**config.mk**
```make
export PLATFORM = sky130hd
export DESIGN_NAME = bus_req_sequencer_flat
export DESIGN_NICKNAME = d
export VERILOG_FILES = /design/src/rtl/bus_req_sequencer_if.sv /design/src/rtl/bus_req_sequencer.sv /design/src/flat_wrapper.sv
export SDC_FILE = /design/constraint.sdc
export NUM_CORES = 1
export LEC_CHECK = 0
export CORE_ASPECT_RATIO = 0.9
export CORE_MARGIN = 5
export CORE_UTILIZATION = 44
export CTS_BUF_LIST = sky130_fd_sc_hd__clkbuf_2 sky130_fd_sc_hd__clkbuf_4 sky130_fd_sc_hd__clkbuf_8
export CTS_CLUSTER_SIZE = 28
export DETAILED_ROUTE_END_ITERATION = 16
export GPL_TIMING_DRIVEN = 0
export PLACE_DENSITY = 0.83
export SYNTH_ARGS = -nofsm -noshare
export SYNTH_HDL_FRONTEND = slang
export SYNTH_SLANG_ARGS = --single-unit
export TNS_END_PERCENT = 1
```
**constraint.sdc**
```tcl
create_clock -name clk -period 2.4 [get_ports clk]
set_clock_uncertainty 0.2 [all_clocks]
set_input_delay 0.36 -clock clk [delete_from_list [all_inputs] [get_ports clk]]
set_output_delay 0.36 -clock clk [all_outputs]
set_load 0.1 [all_outputs]
```
**src/rtl/bus_req_sequencer_if.sv**
```systemverilog
// Command, subsystem-bus and response signal bundle for bus_req_sequencer.
// master = the sequencer, slave = the environment (command source, target, response sink).
interface bus_req_sequencer_if #(
    parameter int DATA_WIDTH = 32,
    parameter int ADDR_WIDTH = 16
);
    logic                  req_valid;
    logic                  req_ready;
    logic                  req_write;
    logic [ADDR_WIDTH-1:0] req_addr;
    logic [DATA_WIDTH-1:0] req_wdata;
    logic [ADDR_WIDTH-1:0] bus_addr;
    logic [DATA_WIDTH-1:0] bus_wdata;
    logic                  bus_wen;
    logic                  bus_ren;
    logic [DATA_WIDTH-1:0] bus_rdata;
    logic                  bus_valid;
    logic                  rsp_valid;
    logic                  rsp_ready;
    logic [DATA_WIDTH-1:0] rsp_rdata;
    logic                  rsp_error;
    logic [7:0]            err_count;

    modport master (
        input  req_valid, req_write, req_addr, req_wdata, bus_rdata, bus_valid, rsp_ready,
        output req_ready, bus_addr, bus_wdata, bus_wen, bus_ren,
        output rsp_valid, rsp_rdata, rsp_error, err_count
    );

    modport slave (
        output req_valid, req_write, req_addr, req_wdata, bus_rdata, bus_valid, rsp_ready,
        input  req_ready, bus_addr, bus_wdata, bus_wen, bus_ren,
        input  rsp_valid, rsp_rdata, rsp_error, err_count
    );
endinterface

```
**src/rtl/bus_req_sequencer.sv**
```systemverilog
// Single-outstanding read/write sequencer: posted writes, reads with bus_valid
// wait and timeout, read data returned on a valid/ready response stream.
module bus_req_sequencer #(
    parameter int DATA_WIDTH = 32,
    parameter int ADDR_WIDTH = 16,
    parameter int TIMEOUT    = 8
) (
    input  logic                  clk,
    input  logic                  rst_n,
    bus_req_sequencer_if.master   bus
);
    localparam int CNT_W = (TIMEOUT > 1) ? $clog2(TIMEOUT) : 1;
    localparam logic [CNT_W-1:0] CNT_LAST = CNT_W'(TIMEOUT - 1);

    typedef enum logic [1:0] {S_IDLE, S_ISSUE, S_WAIT, S_RESP} state_t;

    state_t                r_state;
    logic [CNT_W-1:0]      r_cnt;
    logic                  r_write;
    logic                  r_req_ready;
    logic [ADDR_WIDTH-1:0] r_bus_addr;
    logic [DATA_WIDTH-1:0] r_bus_wdata;
    logic                  r_bus_wen;
    logic                  r_bus_ren;
    logic                  r_rsp_valid;
    logic [DATA_WIDTH-1:0] r_rsp_rdata;
    logic                  r_rsp_error;
    logic [7:0]            r_err_count;
    logic                  w_req_fire;

    assign w_req_fire = bus.req_valid && r_req_ready;

    always_ff @(posedge clk or negedge rst_n) begin
        if (!rst_n) begin
            r_state     <= S_IDLE;
            r_cnt       <= '0;
            r_write     <= 1'b0;
            r_req_ready <= 1'b0;
            r_bus_addr  <= '0;
            r_bus_wdata <= '0;
            r_bus_wen   <= 1'b0;
            r_bus_ren   <= 1'b0;
            r_rsp_valid <= 1'b0;
            r_rsp_rdata <= '0;
            r_rsp_error <= 1'b0;
            r_err_count <= '0;
        end else begin
            r_bus_wen <= 1'b0;
            r_bus_ren <= 1'b0;
            case (r_state)
                S_IDLE: begin
                    // Strobes are registered on entry so they are visible during ISSUE.
                    if (w_req_fire) begin
                        r_bus_addr  <= bus.req_addr;
                        r_bus_wdata <= bus.req_wdata;
                        r_write     <= bus.req_write;
                        r_bus_wen   <= bus.req_write;
                        r_bus_ren   <= !bus.req_write;
                        r_req_ready <= 1'b0;
                        r_state     <= S_ISSUE;
                    end else begin
                        r_req_ready <= 1'b1;
                    end
                end
                S_ISSUE: begin
                    if (r_write) begin
                        r_req_ready <= 1'b1;
                        r_state     <= S_IDLE;
                    end else begin
                        r_cnt   <= '0;
                        r_state <= S_WAIT;
                    end
                end
                S_WAIT: begin
                    if (bus.bus_valid) begin
                        r_rsp_rdata <= bus.bus_rdata;
                        r_rsp_error <= 1'b0;
                        r_rsp_valid <= 1'b1;
                        r_state     <= S_RESP;
                    end else if (r_cnt == CNT_LAST) begin
                        r_rsp_rdata <= '0;
                        r_rsp_error <= 1'b1;
                        r_rsp_valid <= 1'b1;
                        if (r_err_count != '1) r_err_count <= r_err_count + 8'd1;
                        r_state     <= S_RESP;
                    end else begin
                        r_cnt <= r_cnt + 1'b1;
                    end
                end
                S_RESP: begin
                    if (bus.rsp_ready) begin
                        r_rsp_valid <= 1'b0;
                        r_req_ready <= 1'b1;
                        r_state     <= S_IDLE;
                    end
                end
                default: r_state <= S_IDLE;
            endcase
        end
    end

    assign bus.req_ready = r_req_ready;
    assign bus.bus_addr  = r_bus_addr;
    assign bus.bus_wdata = r_bus_wdata;
    assign bus.bus_wen   = r_bus_wen;
    assign bus.bus_ren   = r_bus_ren;
    assign bus.rsp_valid = r_rsp_valid;
    assign bus.rsp_rdata = r_rsp_rdata;
    assign bus.rsp_error = r_rsp_error;
    assign bus.err_count = r_err_count;
endmodule

```
**src/flat_wrapper.sv**
```systemverilog
// flat-port wrapper written by rule: the top's interface ports become plain ports
module bus_req_sequencer_flat 
#(
    parameter int DATA_WIDTH = 32,
    parameter int ADDR_WIDTH = 16,
    parameter int TIMEOUT    = 8
)
  (clk, rst_n, bus_req_valid, bus_req_write, bus_req_addr, bus_req_wdata, bus_bus_rdata, bus_bus_valid, bus_rsp_ready, bus_req_ready, bus_bus_addr, bus_bus_wdata, bus_bus_wen, bus_bus_ren, bus_rsp_valid, bus_rsp_rdata, bus_rsp_error, bus_err_count);
  bus_req_sequencer_if #(.DATA_WIDTH(DATA_WIDTH), .ADDR_WIDTH(ADDR_WIDTH)) bus_i ();
  input  logic clk;
  input  logic rst_n;
  input wire logic [$bits(bus_i.req_valid)-1:0] bus_req_valid;
  input wire logic [$bits(bus_i.req_write)-1:0] bus_req_write;
  input wire logic [$bits(bus_i.req_addr)-1:0] bus_req_addr;
  input wire logic [$bits(bus_i.req_wdata)-1:0] bus_req_wdata;
  input wire logic [$bits(bus_i.bus_rdata)-1:0] bus_bus_rdata;
  input wire logic [$bits(bus_i.bus_valid)-1:0] bus_bus_valid;
  input wire logic [$bits(bus_i.rsp_ready)-1:0] bus_rsp_ready;
  output wire logic [$bits(bus_i.req_ready)-1:0] bus_req_ready;
  output wire logic [$bits(bus_i.bus_addr)-1:0] bus_bus_addr;
  output wire logic [$bits(bus_i.bus_wdata)-1:0] bus_bus_wdata;
  output wire logic [$bits(bus_i.bus_wen)-1:0] bus_bus_wen;
  output wire logic [$bits(bus_i.bus_ren)-1:0] bus_bus_ren;
  output wire logic [$bits(bus_i.rsp_valid)-1:0] bus_rsp_valid;
  output wire logic [$bits(bus_i.rsp_rdata)-1:0] bus_rsp_rdata;
  output wire logic [$bits(bus_i.rsp_error)-1:0] bus_rsp_error;
  output wire logic [$bits(bus_i.err_count)-1:0] bus_err_count;
  assign bus_i.req_valid = bus_req_valid;
  assign bus_i.req_write = bus_req_write;
  assign bus_i.req_addr = bus_req_addr;
  assign bus_i.req_wdata = bus_req_wdata;
  assign bus_i.bus_rdata = bus_bus_rdata;
  assign bus_i.bus_valid = bus_bus_valid;
  assign bus_i.rsp_ready = bus_rsp_ready;
  assign bus_req_ready = bus_i.req_ready;
  assign bus_bus_addr = bus_i.bus_addr;
  assign bus_bus_wdata = bus_i.bus_wdata;
  assign bus_bus_wen = bus_i.bus_wen;
  assign bus_bus_ren = bus_i.bus_ren;
  assign bus_rsp_valid = bus_i.rsp_valid;
  assign bus_rsp_rdata = bus_i.rsp_rdata;
  assign bus_rsp_error = bus_i.rsp_error;
  assign bus_err_count = bus_i.err_count;
  bus_req_sequencer #(.DATA_WIDTH(DATA_WIDTH), .ADDR_WIDTH(ADDR_WIDTH), .TIMEOUT(TIMEOUT)) u_core (.clk(clk), .rst_n(rst_n), .bus(bus_i));
endmodule
```
# Yosys cells after proc, flatten, opt, wreduce, memory -nomap -nowiden
# Index checks and enable logic that the tools add are counted.
dict set report totals {
  regBits 99
  latch_bits 0
  ramBits 0
  rom_bits 0
  mem_count 0
}
dict set report op_classes {
  n_addsub 2
  mul 0
  n_div 0
  order_cmp 0
  n_eq_ne 12
  n_shift 0
  mux 25
  bitwise_logic 1
  n_reduce_logical 14
}
# cell n
set op_table {}
lappend op_table {{32-bit two-way mux} 2}
lappend op_table {{1-bit two-way mux} 11}
lappend op_table {{2-bit two-way mux} 5}
lappend op_table {{3-bit two-way mux} 3}
lappend op_table {{3-bit AND reduction} 3}
lappend op_table {{8-bit by 1-bit adder with 8-bit output (second input constant)} 1}
lappend op_table {{2-bit != test (second input constant)} 4}
lappend op_table {{8-bit != test (second input constant)} 1}
lappend op_table {{2-bit case mux with 4 select lines} 1}
lappend op_table {{4-bit AND reduction} 2}
lappend op_table {{3-bit case mux with 2 select lines} 1}
lappend op_table {{2-bit nonzero test} 3}
lappend op_table {{2-bit == test (second input constant)} 2}
lappend op_table {{2-bit by 1-bit != test with 1-bit output (second input constant)} 2}
lappend op_table {{2-bit AND reduction} 2}
lappend op_table {{3-bit by 1-bit adder with 3-bit output (second input constant)} 1}
lappend op_table {{3-bit == test (second input constant)} 1}
lappend op_table {{3-bit by 2-bit != test with 1-bit output (second input constant)} 1}
lappend op_table {{1-bit case mux with 3 select lines} 1}
lappend op_table {{3-bit nonzero test} 1}
lappend op_table {{2-bit by 1-bit == test with 1-bit output (second input constant)} 1}
lappend op_table {{2-bit logical NOT} 1}
lappend op_table {{1-bit case mux with 2 select lines} 1}
lappend op_table {{1-bit logical AND} 1}
lappend op_table {{other kinds (2)} 2}

# Longest topological paths before layout
dict set report depth {
  word_depth 4
  mapped_depth 6
}

# Worst setup path after synthesis
# OpenSTA, ideal clock, no wires.
dict set report synth_timing {
  kind {reg2reg}
  from {reg u_core.r_err_count[0] (netlist: u_core.bus.err_count[0])}
  to {reg u_core.r_err_count[1] (netlist: u_core.bus.err_count[1])}
  setup_time_ns 0.126
  arrival_ns 2.052
  required_time_ns 2.074
  setup_slack_ns 0.022
  stages_incl_launch_ff 5
  n_path_buf 0
  synth_period_minus_slack_ns 2.378
  cell_sequence {dfrtp_1 -> ha_1 -> nand3_1 -> o21ai_1 -> mux2_2}
}
dict set report synth_between {
  elab_chain_len 2
  elab_cells_between_ends 3
  cone_classes {1 x add/sub; 1 x eq/ne; 1 x reduce/logical}
}
# element line_no
set synth_lines {}
lappend synth_lines {{start, declared} bus_req_sequencer.sv:28} ;# logic [7:0] r_err_count;
lappend synth_lines {{start signal, assigned} bus_req_sequencer.sv:84} ;# if (r_err_count != '1) r_err_count <= r_err_count + 8'd1;
lappend synth_lines {{branches (longest 2 deep; another with 8-bit by 1-bit adder with 8-bit output)} -}
# Several ways; the timed one is not identified.
# A chain may end at the register's enable or synchronous reset.

# Final worst setup path
dict set report layout_timing {
  from {reg u_core.r_err_count[4] (netlist: u_core.bus.err_count[4])}
  to {out bus_err_count[4]}
}
# element line_no
set layout_lines {}
lappend layout_lines {{end, declared} flat_wrapper.sv:27} ;# output wire logic [$bits(bus_i.err_count)-1:0] bus_err_count;
# No word-level cell between the ends.

==> results.cfg <==
[final_layout]
final_util = 0.678
mostFrequentLayoutCells = dfrtp_1, dlygate4sd2_1, clkdlybuf4s50_1
final_area_mm2 = 0.00619
antenna_cells = 0
areaGrowthSynthToFinish_pct = 50.3
layout_commonest_cell = dfrtp_1
drive_above_1_share = 0.202
nets = 540

[cts]
cts_made_buffers = 9
cts_num_sinks = 99
cts.clk_slew.worst_paths_ns = 0.09
cts-root-buf = clkbuf_8
htree_levels = 3
post_cts_buffers = 0
cts_max_path_buffers = 2
cts_tree = yes
clock_latency_ns = 0.35

[grt]
grt_pass1_vias = 3080
grtUsageTotal = 0.179
grt_pass1_wl_mm = 16.2
grt_max_degree = 54
overflow = 0
antenna_found_initial = 0

[worst_setup_path]
crit_chain = dlygate4sd2_1
cp-start-kind = register
cpMaxStageDelayCell = dlygate4sd2_1
critPathCaptureType = output port
ff2ff_path_depth = 5
worstReg2RegStart = u_core.r_cnt[0]$_DFFE_PN0P_
crit_family = buffers and inverters
critPathBufInv = 1
cp_max_fo = 7
worst-setup-path-type = register to output port
critPathRequiredTime_ns = 1.84
rrSetupSlack_ns = 0.32
slowest_delay_ns = 0.89
arrival_ns = 1.69
r2r_end = u_core.bus.rsp_rdata[18]$_DFFE_PN0P_

[sta]
setup_tns_ns = 0
max_slew_margin = 0.335
setup_ws_ns = 0.148
setup_viol = 0
slew_violations = 0
layout_worst_path_cycle_share = 0.938
hold_violations = 0
fmax_ghz = 0.444
worst_pin_slew_ns = 1.00
rsz0062_at_grt = no
period_needed_ns = 2.25

[logic_synthesis]
synth_cell_types = 34
ys_ff_latch = 99
synth_top_cells_by_area = dfrtp_1, mux2_4, a22o_1, buf_12, buf_6
mappedNetlistArea_mm2 = 0.00412
syn_inst = 259
synth.largest_area_cell = dfrtp_1
synth_top_area_frac = 0.601
syn_area_per_cell_um2 = 15.9
synth-seq-area-share = 0.601
synth_fp_nets = 349
ys_warn_count = 0

[hold_path]
hp-class = register to register
hold_depth = 1
worst_hold_path.endpoint = u_core.bus.rsp_rdata[19]$_DFFE_PN0P_
hp-start = u_core.bus.rsp_rdata[19]$_DFFE_PN0P_

[outcome]
status = finished, final reports clean

[placed_design]
hpwl_mm = 7.64
gp_congestion = 0.802
pre_cts_ws_ns = 0.238
place_area_mm2 = 0.00608
io_buffers = 178

[job]
max_cap_viol_count = 0

[drt]
drt-vias-per-instance = 4.93
ant_nets = 0
drc_errors = 0
wl_per_cell_um = 17.8
drt_wl_total_mm = 10.3
drt_iter0_drc = 95
first_pass_iters = 6
vias = 2846

[die]
row_count = 33
die-area_mm2 = 0.0114
die_y_um = 102
core_area_mm2 = 0.00913
ios = 179
initial_core_util = 0.452
die_x_um = 112
worst max path at each step:
stage	startpoint	end	cells after the start
floorplan	u_core.bus.err_count[0]$_DFFE_PN0P_	u_core.bus.err_count[1]$_DFFE_PN0P_	4
detailed placement	u_core.bus.err_count[4]$_DFFE_PN0P_	bus_err_count[4]	1
finish	u_core.bus.err_count[4]$_DFFE_PN0P_	bus_err_count[4]	1
CTS	u_core.bus.err_count[4]$_DFFE_PN0P_	bus_err_count[4]	1
global route	u_core.bus.err_count[4]$_DFFE_PN0P_	bus_err_count[4]	1
global placement	rst_n	u_core.bus.err_count[7]$_DFFE_PN0P_	1
layout make-up:
class / instances / area, um^2
inverters: 4 / 15.0
flip-flops and latches: 99 / 2480
clock buffers: 13 / 173
well taps: 122 / 153
repair buffers: 180 / 1700
fillers: 711 / 2930
clock inverters: 3 / 45.0
multi-input cells: 141 / 1450
plain buffers: 15 / 181
flip-flops by register name, summed over array words and instances (netlist names), named ones only:
| signal | cells |
|---|---|
| u_core.bus.bus_addr | 16 |
| u_core.bus.bus_ren | 1 |
| u_core.bus.bus_wdata | 32 |
| u_core.bus.bus_wen | 1 |
| u_core.bus.err_count | 8 |
| u_core.bus.req_ready | 1 |
| u_core.bus.rsp_error | 1 |
| u_core.bus.rsp_rdata | 32 |
| u_core.bus.rsp_valid | 1 |
| u_core.r_cnt | 3 |
| u_core.r_state | 1 |
| u_core.r_write | 1 |
per-stage QoR:
step	instances	hold slack [ns]
2_1_floorplan	259	-0.136
3_3_place_gp	559	0.281
3_5_place_dp	560	0.248
4_1_cts	577	0.306
5_1_grt	577	0.322
6_report	577	0.302
timing repair:
item	in CTS	in global routing
endpoints found under the hold margin	52	0
endpoints found under the setup margin	93	0
hold buffers	1	0
resized for setup	93	0
routing by layer:
layer,GRT usage,part of all wire,vias to the layer above
met3,0.0585,0.069,11
met4,0.0416,0.011,0
li1,-,-,1317
met5,0,0,-
met2,0.304,0.49,114
met1,0.225,0.43,1404
synth_stat cells:
library cell   n
nor2_2         1
nor2b_4        1
o2111a_1       1
buf_2          3
o21ai_0        2
nor2_1         6
xnor2_1        2
nor3b_1        1
ha_1           4
o21a_1         2
buf_12         4
buf_8          1
nand4bb_1      1
nor4b_2        1
a22o_1        33
a21oi_1        4
and3_1         1
nor3_1         4
and4bb_2       1
o211ai_1       1
o21ai_1        2
nand2b_1       1
clkbuf_1       1
mux2_4        49
dfrtp_1       99
inv_1          4
and3_4         1
mux2_2         6
nand2_1        8
buf_6          6
mux2i_1        1
nand3_1        3
and2_1         2
nand4_1        2
kinds of logic (layout without fill, tap and decap cells):
logic type,count (synthesis),in the layout,share of synthesized area
xor+xnor,2,2,0.00425
compound gates,45,45,0.0881
mux,56,56,0.197
fa+ha+maj,4,4,0.0121
simple gates,34,34,0.0492
buf+inv,19,215,0.0477
flops,99,99,0.601
Power is left out: the tool's default activity adds up to more than one toggle a clock period on the data nets, which glitch-free logic cannot reach.
==> edit, RTL diff (same settings) <==
The 4 states of `state_t` get a Gray code encoding in 2 bits.
--- a/src/rtl/bus_req_sequencer.sv
+++ b/src/rtl/bus_req_sequencer.sv
@@ -12,7 +12,7 @@
     localparam int CNT_W = (TIMEOUT > 1) ? $clog2(TIMEOUT) : 1;
     localparam logic [CNT_W-1:0] CNT_LAST = CNT_W'(TIMEOUT - 1);
 
-    typedef enum logic [1:0] {S_IDLE, S_ISSUE, S_WAIT, S_RESP} state_t;
+    typedef enum logic [1:0] {S_IDLE = 2'b00, S_ISSUE = 2'b01, S_WAIT = 2'b11, S_RESP = 2'b10} state_t;
 
     state_t                r_state;
     logic [CNT_W-1:0]      r_cnt;
Check against the original RTL: same outputs for any inputs over 10 cycles, from zero or initial values and one cycle with rst_n low; not proved beyond that.
==> edit against the unedited design <==
- sequential cell count unchanged
- utilization grew 0.98 points
- cell area is 3.9% lower
- setup slack worse by 0.015 ns
- via count up 1.4%
- wire length decreased by 4.0%
- area after synthesis down 4.9%
- highest routed layer unchanged
- global-route usage up 0.77 points
Power is not shown: default switching activity piles up to over one toggle a cycle in this logic, so the estimate is an artifact.
==> edit: results (changes against the unedited design) <==
| Metric | Value |
|---|---|
| Status | `completed` |
| Number of DRC markers in iteration 0 | `70 (-26%)` |
| Vias in the first global route | `3,105 (+0.81%)` |
| Syn_nets | `362 (+3.7%)` |
| Layout cells sized above 1 | `19.7% (-0.57 points)` |
| Hold slack | `0.265 ns (-0.0372 ns)` |
| Pins Over Slew Limit | `0 (unchanged)` |
| Seq/Total Area, Yosys | `63.2% (+3.1 points)` |
| HPWL after DPL | `7.61 mm (-0.44%)` |
| Worst path arrival time | `1.71 ns (+0.02 ns)` |
| GP Congestion | `0.743 (-7.3%)` |
| # clk buffers | `11 (-2)` |
| Root Buffer | `clkbuf_8` |
| Post-synthesis adder-cell area fraction | `2.87% (+1.7 points)` |
| Crit-path leading delay family | `buffers and inverters` |
| Reg2Reg Setup Slack | `0.53 ns (+0.21 ns)` |
| Pre-antenna DRT Iters | `4 (-2)` |
| Ranking of synthesized cells by area | `dfrtp_1, mux2_2, a22o_1, ha_1, buf_6` |
| Multi-input logic area | `1330 µm² (-7.8%)` |
| Vias per cell | `4.96 (+0.57%)` |
| First-pass GRT wire length | `15.7 mm (-2.6%)` |
| Reg2reg end | `u_core.bus.err_count[1]$_DFFE_PN0P_` |
| Synth cell types | `34 (unchanged)` |
| Signal buf overhead | `30.2% (-0.21 points)` |
| #MultiIn Comb | `152 (+7.8%)` |
| Logic inverters | `3 (-1)` |
| CTS clk-pin slew, worst paths | `around 0.1 ns` |
| Layout clock area frac | `3.09% (-0.43 points)` |
| Sequential cell area share | `41.6% (+1.6 points)` |
| Synth Area in Compound Gates | `10.9% (+2.1 points)` |
| CP endpoint | `bus_err_count[7]` |
| Crit. Startpoint | `u_core.bus.err_count[7]$_DFFE_PN0P_` |
| Hold Path Class | `in2async` |
| Relative slew margins | `33.1% (-0.45 points)` |
| Fin nets | `553 (+2.4%)` |
| Non-clk bufs | `193 (-1.0%)` |
| Number of sequential cells | `99 (unchanged)` |
| Post-CTS setup buffer count | `0 (unchanged)` |
| Largest net degree at the start of global routing | `70 (+30%)` |
| Slowest stage delay, CP | `0.89 ns (about the same)` |
| Worst r2r src | `u_core.r_cnt[0]$_DFFE_PN0P_` |
| Post-Synth XOR/XNOR Area | `0.894% (+0.47 points)` |
| CP max FO | `6 (-1)` |
| Wire length per cell | `17.0 µm (-4.8%)` |
| Post-synth EDFFs | `0 (unchanged)` |
| Synth cell count leaders | `dfrtp_1, mux2_2, a22o_1` |
| Fillers | `674 (-5.2%)` |
| Post-synthesis mux area share | `14.5% (-5.3 points)` |
| GRT Util Overall | `18.6% (+0.77 points)` |
| I/O Buffers | `178 (unchanged)` |
| Dominant synthesized flop cell | `dfrtp_1` |
==> edit: per-stage QoR <==
step	area [µm²]	utilization, %	instances	setup slack [ns]
2_1_floorplan	3920	-	267	0.0257
3_3_place_gp	5850	67.6	564	-2.87
3_5_place_dp	5870	67.9	565	0.232
4_1_cts	5950	68.8	582	0.108
5_1_grt	5950	68.8	582	0.0717
6_report	5950	68.8	582	0.132
==> edit: cells by family (layout without fill, tap and decap cells) <==
logic type               count (synthesis)  in the layout
XOR/XNOR                                 4              4
multiplexers                            50             50
buffers and inverters                   16            212
adder cells (fa/ha/maj)                  9              9
flip-flops                              99             99
AND/OR/NAND/NOR                         34             34
AO/OA/AOI/OAI                           55             55
==> edit: routing by layer <==
layer / wire length [µm] / track usage, %
met5: 0 / 0
met4: 92 / 4.60
met3: 1030 / 7.66
met2: 4930 / 31.8
met1: 3810 / 21.8
==> edit: what timing repair did <==
item                       4_1_cts  5_1_grt
hold buffers                     1        0
gates resized for setup         93        0
hold endpoints to repair        30        0
setup endpoints to repair       93        0
